$ cat src/rtl/scs8hd_scan_seq_if.sv
// Scan-sequencer bus interface.
// Groups the pattern-source handshake and the scan-chain signals of
// scs8hd_scan_seq. CLK and RESET stay plain ports on the sequencer.
//   start   - request one pattern (pattern source -> sequencer)
//   pat     - load pattern, bit i for chain cell i
//   exp     - expected captured response, bit i for cell i
//   so      - Q of the last chain cell (chain -> sequencer)
//   sce     - scan enable to all cells (1 = shift)
//   scd     - scan data into cell 0
//   busy    - pattern in progress
//   done    - one-cycle pulse, resp/fail valid
//   resp    - unloaded response, bit i = value captured by cell i
//   fail    - resp differed from the latched expected data
//   err_cnt - saturating count of failing patterns
// master: pattern source / chain side.  slave: the sequencer.
interface scs8hd_scan_seq_if #(
    parameter int CHAIN_LEN = 8
);
    logic                 start;
    logic [CHAIN_LEN-1:0] pat;
    logic [CHAIN_LEN-1:0] exp;
    logic                 so;
    logic                 sce;
    logic                 scd;
    logic                 busy;
    logic                 done;
    logic [CHAIN_LEN-1:0] resp;
    logic                 fail;
    logic [7:0]           err_cnt;

    modport master (
        output start, pat, exp, so,
        input  sce, scd, busy, done, resp, fail, err_cnt
    );

    modport slave (
        input  start, pat, exp, so,
        output sce, scd, busy, done, resp, fail, err_cnt
    );
endinterface

$ cat src/rtl/scs8hd_scan_seq.sv
// Scan-chain sequencer.
// One accepted start runs a full pattern: N shift cycles loading pat
// (MSB first), one capture cycle with sce low, N unload cycles sampling
// so into resp (zero-filling scd), then a compare against exp.
// Ports:
//   CLK   - rising-edge clock, shared with the scan chain
//   RESET - asynchronous, active-high reset
//   bus   - scs8hd_scan_seq_if slave modport (see interface header)
// All outputs are driven directly from flops; sce is therefore glitch-free.
module scs8hd_scan_seq #(
    parameter int CHAIN_LEN = 8,
    parameter int CNT_W     = 6
) (
    input  logic                 CLK,
    input  logic                 RESET,
    scs8hd_scan_seq_if.slave     bus
);
    typedef enum logic [1:0] {
        IDLE,
        SHIFT,
        CAPTURE,
        UNLOAD
    } state_t;

    localparam logic [CNT_W-1:0] LAST = CNT_W'(CHAIN_LEN - 1);

    state_t               state;
    logic [CNT_W-1:0]     cnt;
    // Remaining pattern bits below the one currently on scd, MSB next.
    logic [CHAIN_LEN-2:0] pat_sh;
    logic [CHAIN_LEN-1:0] exp_q;
    logic                 sce_q;
    logic                 scd_q;
    logic                 busy_q;
    logic                 done_q;
    logic [CHAIN_LEN-1:0] resp_q;
    logic                 fail_q;
    logic [7:0]           err_q;
    logic [CHAIN_LEN-1:0] resp_nxt;

    // Samples shift in at the LSB; after N samples the first one (cell N-1)
    // has reached resp[N-1], giving bit i = cell i.
    always_comb begin
        resp_nxt = {resp_q[CHAIN_LEN-2:0], bus.so};
    end

    always_ff @(posedge CLK or posedge RESET) begin
        if (RESET) begin
            state  <= IDLE;
            cnt    <= '0;
            pat_sh <= '0;
            exp_q  <= '0;
            sce_q  <= 1'b0;
            scd_q  <= 1'b0;
            busy_q <= 1'b0;
            done_q <= 1'b0;
            resp_q <= '0;
            fail_q <= 1'b0;
            err_q  <= '0;
        end else begin
            done_q <= 1'b0;
            case (state)
                IDLE: begin
                    if (bus.start) begin
                        // First shift bit goes straight onto scd so it is
                        // present in the cycle after the accepting edge.
                        scd_q  <= bus.pat[CHAIN_LEN-1];
                        pat_sh <= bus.pat[CHAIN_LEN-2:0];
                        exp_q  <= bus.exp;
                        sce_q  <= 1'b1;
                        busy_q <= 1'b1;
                        resp_q <= '0;
                        cnt    <= '0;
                        state  <= SHIFT;
                    end
                end
                SHIFT: begin
                    if (cnt == LAST) begin
                        sce_q <= 1'b0;
                        scd_q <= 1'b0;
                        state <= CAPTURE;
                    end else begin
                        scd_q  <= pat_sh[CHAIN_LEN-2];
                        pat_sh <= pat_sh << 1;
                        cnt    <= cnt + CNT_W'(1);
                    end
                end
                CAPTURE: begin
                    sce_q <= 1'b1;
                    scd_q <= 1'b0;
                    cnt   <= '0;
                    state <= UNLOAD;
                end
                UNLOAD: begin
                    resp_q <= resp_nxt;
                    if (cnt == LAST) begin
                        state  <= IDLE;
                        sce_q  <= 1'b0;
                        busy_q <= 1'b0;
                        done_q <= 1'b1;
                        fail_q <= (resp_nxt != exp_q);
                        if ((resp_nxt != exp_q) && (err_q != 8'hFF)) begin
                            err_q <= err_q + 8'd1;
                        end
                    end else begin
                        cnt <= cnt + CNT_W'(1);
                    end
                end
                default: state <= IDLE;
            endcase
        end
    end

    assign bus.sce     = sce_q;
    assign bus.scd     = scd_q;
    assign bus.busy    = busy_q;
    assign bus.done    = done_q;
    assign bus.resp    = resp_q;
    assign bus.fail    = fail_q;
    assign bus.err_cnt = err_q;
endmodule

$ cat src/flat_wrapper.sv
// flat-port wrapper written by rule: the top's interface ports become plain ports
module scs8hd_scan_seq_flat 
#(
    parameter int CHAIN_LEN = 8,
    parameter int CNT_W     = 6
)
  (CLK, RESET, bus_start, bus_pat, bus_exp, bus_so, bus_sce, bus_scd, bus_busy, bus_done, bus_resp, bus_fail, bus_err_cnt);
  scs8hd_scan_seq_if #(.CHAIN_LEN(CHAIN_LEN)) bus_i ();
  input  logic CLK;
  input  logic RESET;
  input wire logic [$bits(bus_i.start)-1:0] bus_start;
  input wire logic [$bits(bus_i.pat)-1:0] bus_pat;
  input wire logic [$bits(bus_i.exp)-1:0] bus_exp;
  input wire logic [$bits(bus_i.so)-1:0] bus_so;
  output wire logic [$bits(bus_i.sce)-1:0] bus_sce;
  output wire logic [$bits(bus_i.scd)-1:0] bus_scd;
  output wire logic [$bits(bus_i.busy)-1:0] bus_busy;
  output wire logic [$bits(bus_i.done)-1:0] bus_done;
  output wire logic [$bits(bus_i.resp)-1:0] bus_resp;
  output wire logic [$bits(bus_i.fail)-1:0] bus_fail;
  output wire logic [$bits(bus_i.err_cnt)-1:0] bus_err_cnt;
  assign bus_i.start = bus_start;
  assign bus_i.pat = bus_pat;
  assign bus_i.exp = bus_exp;
  assign bus_i.so = bus_so;
  assign bus_sce = bus_i.sce;
  assign bus_scd = bus_i.scd;
  assign bus_busy = bus_i.busy;
  assign bus_done = bus_i.done;
  assign bus_resp = bus_i.resp;
  assign bus_fail = bus_i.fail;
  assign bus_err_cnt = bus_i.err_cnt;
  scs8hd_scan_seq #(.CHAIN_LEN(CHAIN_LEN), .CNT_W(CNT_W)) u_core (.CLK(CLK), .RESET(RESET), .bus(bus_i));
endmodule
$ cat config.mk
export PLATFORM = sky130hd
export DESIGN_NAME = scs8hd_scan_seq_flat
export DESIGN_NICKNAME = d
export VERILOG_FILES = /design/src/rtl/scs8hd_scan_seq_if.sv /design/src/rtl/scs8hd_scan_seq.sv /design/src/flat_wrapper.sv
export SDC_FILE = /design/constraint.sdc
export NUM_CORES = 1
export LEC_CHECK = 0
export ABC_AREA = 1
export CAP_MARGIN = 15
export CORE_ASPECT_RATIO = 0.75
export CORE_UTILIZATION = 55
export CTS_CLUSTER_SIZE = 12
export DETAILED_ROUTE_END_ITERATION = 8
export PLACE_DENSITY = 0.85
export SLEW_MARGIN = 10
export SYNTH_ARGS = -nofsm -noshare
export SYNTH_HDL_FRONTEND = slang
export SYNTH_SLANG_ARGS = --single-unit
$ cat constraint.sdc
create_clock -name CLK -period 2.7 [get_ports CLK]
set_input_delay 0.81 -clock CLK [delete_from_list [all_inputs] [get_ports CLK]]
set_output_delay 0.81 -clock CLK [all_outputs]
set_load 0.05 [all_outputs]
==> impl_metrics.ini <==
[run_status]
status = finished, final reports clean

[drt]
drt_iter0_drc = 120
num_vias = 1893
firstDrtPassIters = 4
post_drt_wl_per_cell_um = 12.58
drc_errors = 0
routed_via_density = 5.144
routed_wl_um = 4630
drtAntennaViolNets = 0

[worst_setup_path]
critical-path-top-delay-family = buffers and inverters
worst_path_max_delay_cell = clkdlybuf4s50_1
cp-startpoint = u_core.bus.err_cnt[6]$_DFFE_PP0P_
required_ns = 1.89
path_depth = 1
crit_path_end_kind = primary output
r2r-start = u_core.state[1]$_DFFE_PP0P_
r2r_cells = 7
critical-path-max-stage-delay_ns = 0.86
path_max_fanout = 5
worstPathArrival_ns = 1.64
r2r-end = u_core.pat_sh[3]$_DFFE_PP0P_
crit_path_end = bus_err_cnt[6]
path_cells = clkdlybuf4s50_1
crit_buf_inv = 1
crit_type = reg -> out
cp-start-kind = flop
r2r_slack_ns = 0.91

[sta]
finalHoldViolCount = 0
fin_tns_setup_ns = 0
slew_violations = 0
worst_pin_slew_ns = 0.5388
period_share = 0.9062
final.min_clock_period_ns = 2.447
rsz0062_at_grt = false
max_slew_margin = 0.6408
timing.fmax_ghz = 0.4087
worst_clock_skew_ns = 0.002507
finalSetupViolCount = 0

[power]
p_sw_frac = 0.4412
power_frac_comb = 0.486
clkPwrFrac = 0.172
p_leak_uw = 0.001362
switchingPower_uw = 1390
power.total_uw = 3150
p_per_area_nw_per_um2 = 1096
p_int_uw = 1760
seqPwrFrac = 0.342
peakVddDrop_mv = 0.6810

[hold_path]
hold_path.class = reg -> reg
hold_depth = 2

[synthesis]
yosys_warnings = 0
synth-seq-cells = 44
synth_xor_area_frac = 0.03808
syn_nets = 297
syn_inst = 270
synth_compound_area_frac = 0.09086
ys_types = 30
synth_top_family_by_area = simple AND/OR/NAND/NOR gates
yosys.area_share.adder = 0.03808
syn_area_um2 = 2300
ys_seq_area_frac = 0.4788
synth.mux.area_fraction = 0
synth_area_per_cell_um2 = 8.517
synth_simple_gate_area_frac = 0.2889

[job]
drv_cap = 0

[placement]
routabilityCongestion = 0.8030
numPortBuffers = 40
dp_hpwl_um = 3278

[grt]
antenna_found_initial = 0
overflow = 0
first_global_vias = 1817
grt_use_total = 0.2370
grt_pass1_wl_um = 8086
grt_max_degree = 45

[die]
start_util = 0.6009
die_width_um = 76.67
die_height_um = 58
rows = 19
core_um2 = 3827
dieArea_um2 = 4447
io_pins = 41

[clocking]
cts_made_buffers = 5
htreeDepth = 2
root_buffer = clkbuf_8
clockBufferDepth = 2
cts_tree = done
clk_pin_slew_ns = 0.08
cts-hold-fix-buffers = 0
clkLatencyLatePin_ns = 0.29
cts.sinks = 44
ctsResizeCount = 0
post_cts_buffers = 0

[layout]
syn_to_final_growth_pct = 24.92
final_cell_mix = nand2_1, dfrtp_1, clkdlybuf4s50_1
n_fill_cell = 283
nets = 342
diodes = 0
fin_util = 0.7506
drive_gt1_frac = 0.09494
layout_commonest_cell = nand2_1
## cell usage after synthesis
library cell / instances / area share
nand2_2: 7 / 0.019
o21ai_0: 11 / 0.024
nand3_1: 8 / 0.017
nor2_2: 2 / 0.0054
or2_4: 1 / 0.0038
o21a_1: 1 / 0.0033
nand2_1: 90 / 0.15
o22ai_1: 7 / 0.019
nand3_4: 2 / 0.015
nand3b_1: 1 / 0.0033
buf_4: 2 / 0.0065
o21ai_2: 4 / 0.015
buf_8: 1 / 0.0065
dfrtp_1: 44 / 0.48
nor2_4: 1 / 0.0049
xor2_1: 3 / 0.011
o21ai_1: 7 / 0.015
xnor2_1: 7 / 0.027
nand3_2: 1 / 0.0044
inv_2: 1 / 0.0016
nor3_1: 1 / 0.0022
nand4_4: 1 / 0.0092
inv_1: 30 / 0.049
clkbuf_1: 1 / 0.0016
a21oi_1: 5 / 0.011
nand4_1: 12 / 0.033
ha_1: 7 / 0.038
nor2_1: 5 / 0.0082
and2_0: 6 / 0.016
a22oi_1: 1 / 0.0033
## state kept, by name (all words and copies together) (netlist names)
| register | flops |
|---|---|
| u_core.bus.busy | 1 |
| u_core.bus.done | 1 |
| u_core.bus.err_cnt | 8 |
| u_core.bus.fail | 1 |
| u_core.bus.resp | 8 |
| u_core.bus.scd | 1 |
| u_core.bus.sce | 1 |
| u_core.cnt | 6 |
| u_core.exp_q | 8 |
| u_core.pat_sh | 7 |
| u_core.state | 2 |
## per-stage QoR
step / instances / setup WS, ns / hold slack (ns) / cell area, um2
floorplan: 270 / 0.8589 / 0.4586 / 2300
global placement: 360 / 0.4826 / 0.4583 / 2746
detailed placement: 360 / 0.3577 / 0.4690 / 2746
CTS: 368 / 0.2569 / 0.4880 / 2873
global route: 368 / 0.1911 / 0.5104 / 2873
finish: 368 / 0.2533 / 0.4839 / 2873
## cell families (layout without fill, tap and decap cells)
family / after synthesis / count (layout)
compound gates: 36 / 36
xor+xnor: 10 / 10
buf+inv: 35 / 81
simple gates: 138 / 138
flops: 44 / 44
fa+ha+maj: 7 / 7
## worst min-delay path by stage
stage / endpoint / slack, ns / from
6_report: u_core.bus.sce$_DFFE_PP0P_ / 0.48 / u_core.bus.sce$_DFFE_PP0P_
3_5_place_dp: u_core.bus.sce$_DFFE_PP0P_ / 0.47 / u_core.bus.sce$_DFFE_PP0P_
5_1_grt: u_core.pat_sh[3]$_DFFE_PP0P_ / 0.51 / u_core.pat_sh[3]$_DFFE_PP0P_
2_1_floorplan: u_core.pat_sh[1]$_DFFE_PP0P_ / 0.46 / u_core.pat_sh[1]$_DFFE_PP0P_
4_1_cts: u_core.bus.sce$_DFFE_PP0P_ / 0.49 / u_core.bus.sce$_DFFE_PP0P_
3_3_place_gp: u_core.bus.sce$_DFFE_PP0P_ / 0.46 / u_core.bus.sce$_DFFE_PP0P_
## routing by layer
metal,wire length [um],global-route usage,part of all wire,vias up
met1,2243,0.3226,0.48,875
met2,2054,0.3699,0.44,48
met4,80,0.09890,0.017,0
met3,252,0.05512,0.054,11
li1,-,-,-,959
met5,0,0,0,-
## cell type report
cell class,count,area [um2],share of cell area
multi-input combinational,191,1049,0.3650
clock inverter,1,30.03,0.01045
timing repair buffer,42,415.4,0.1446
clock buffer,7,96.34,0.03354
sequential,44,1101,0.3833
tap,52,65.06,0.02265
inverter,31,116.4,0.04051
## power groups by stage
stage	registers, uW	logic [uW]	clock network (uW)
final	1080	1530	541
after global routing	1110	1700	583
after CTS	1080	1530	549
after detailed placement	1080	1520	0
after global placement	1080	1490	0
after floorplan	1340	886	0
Note: power is estimated with default switching activity, not from simulation.
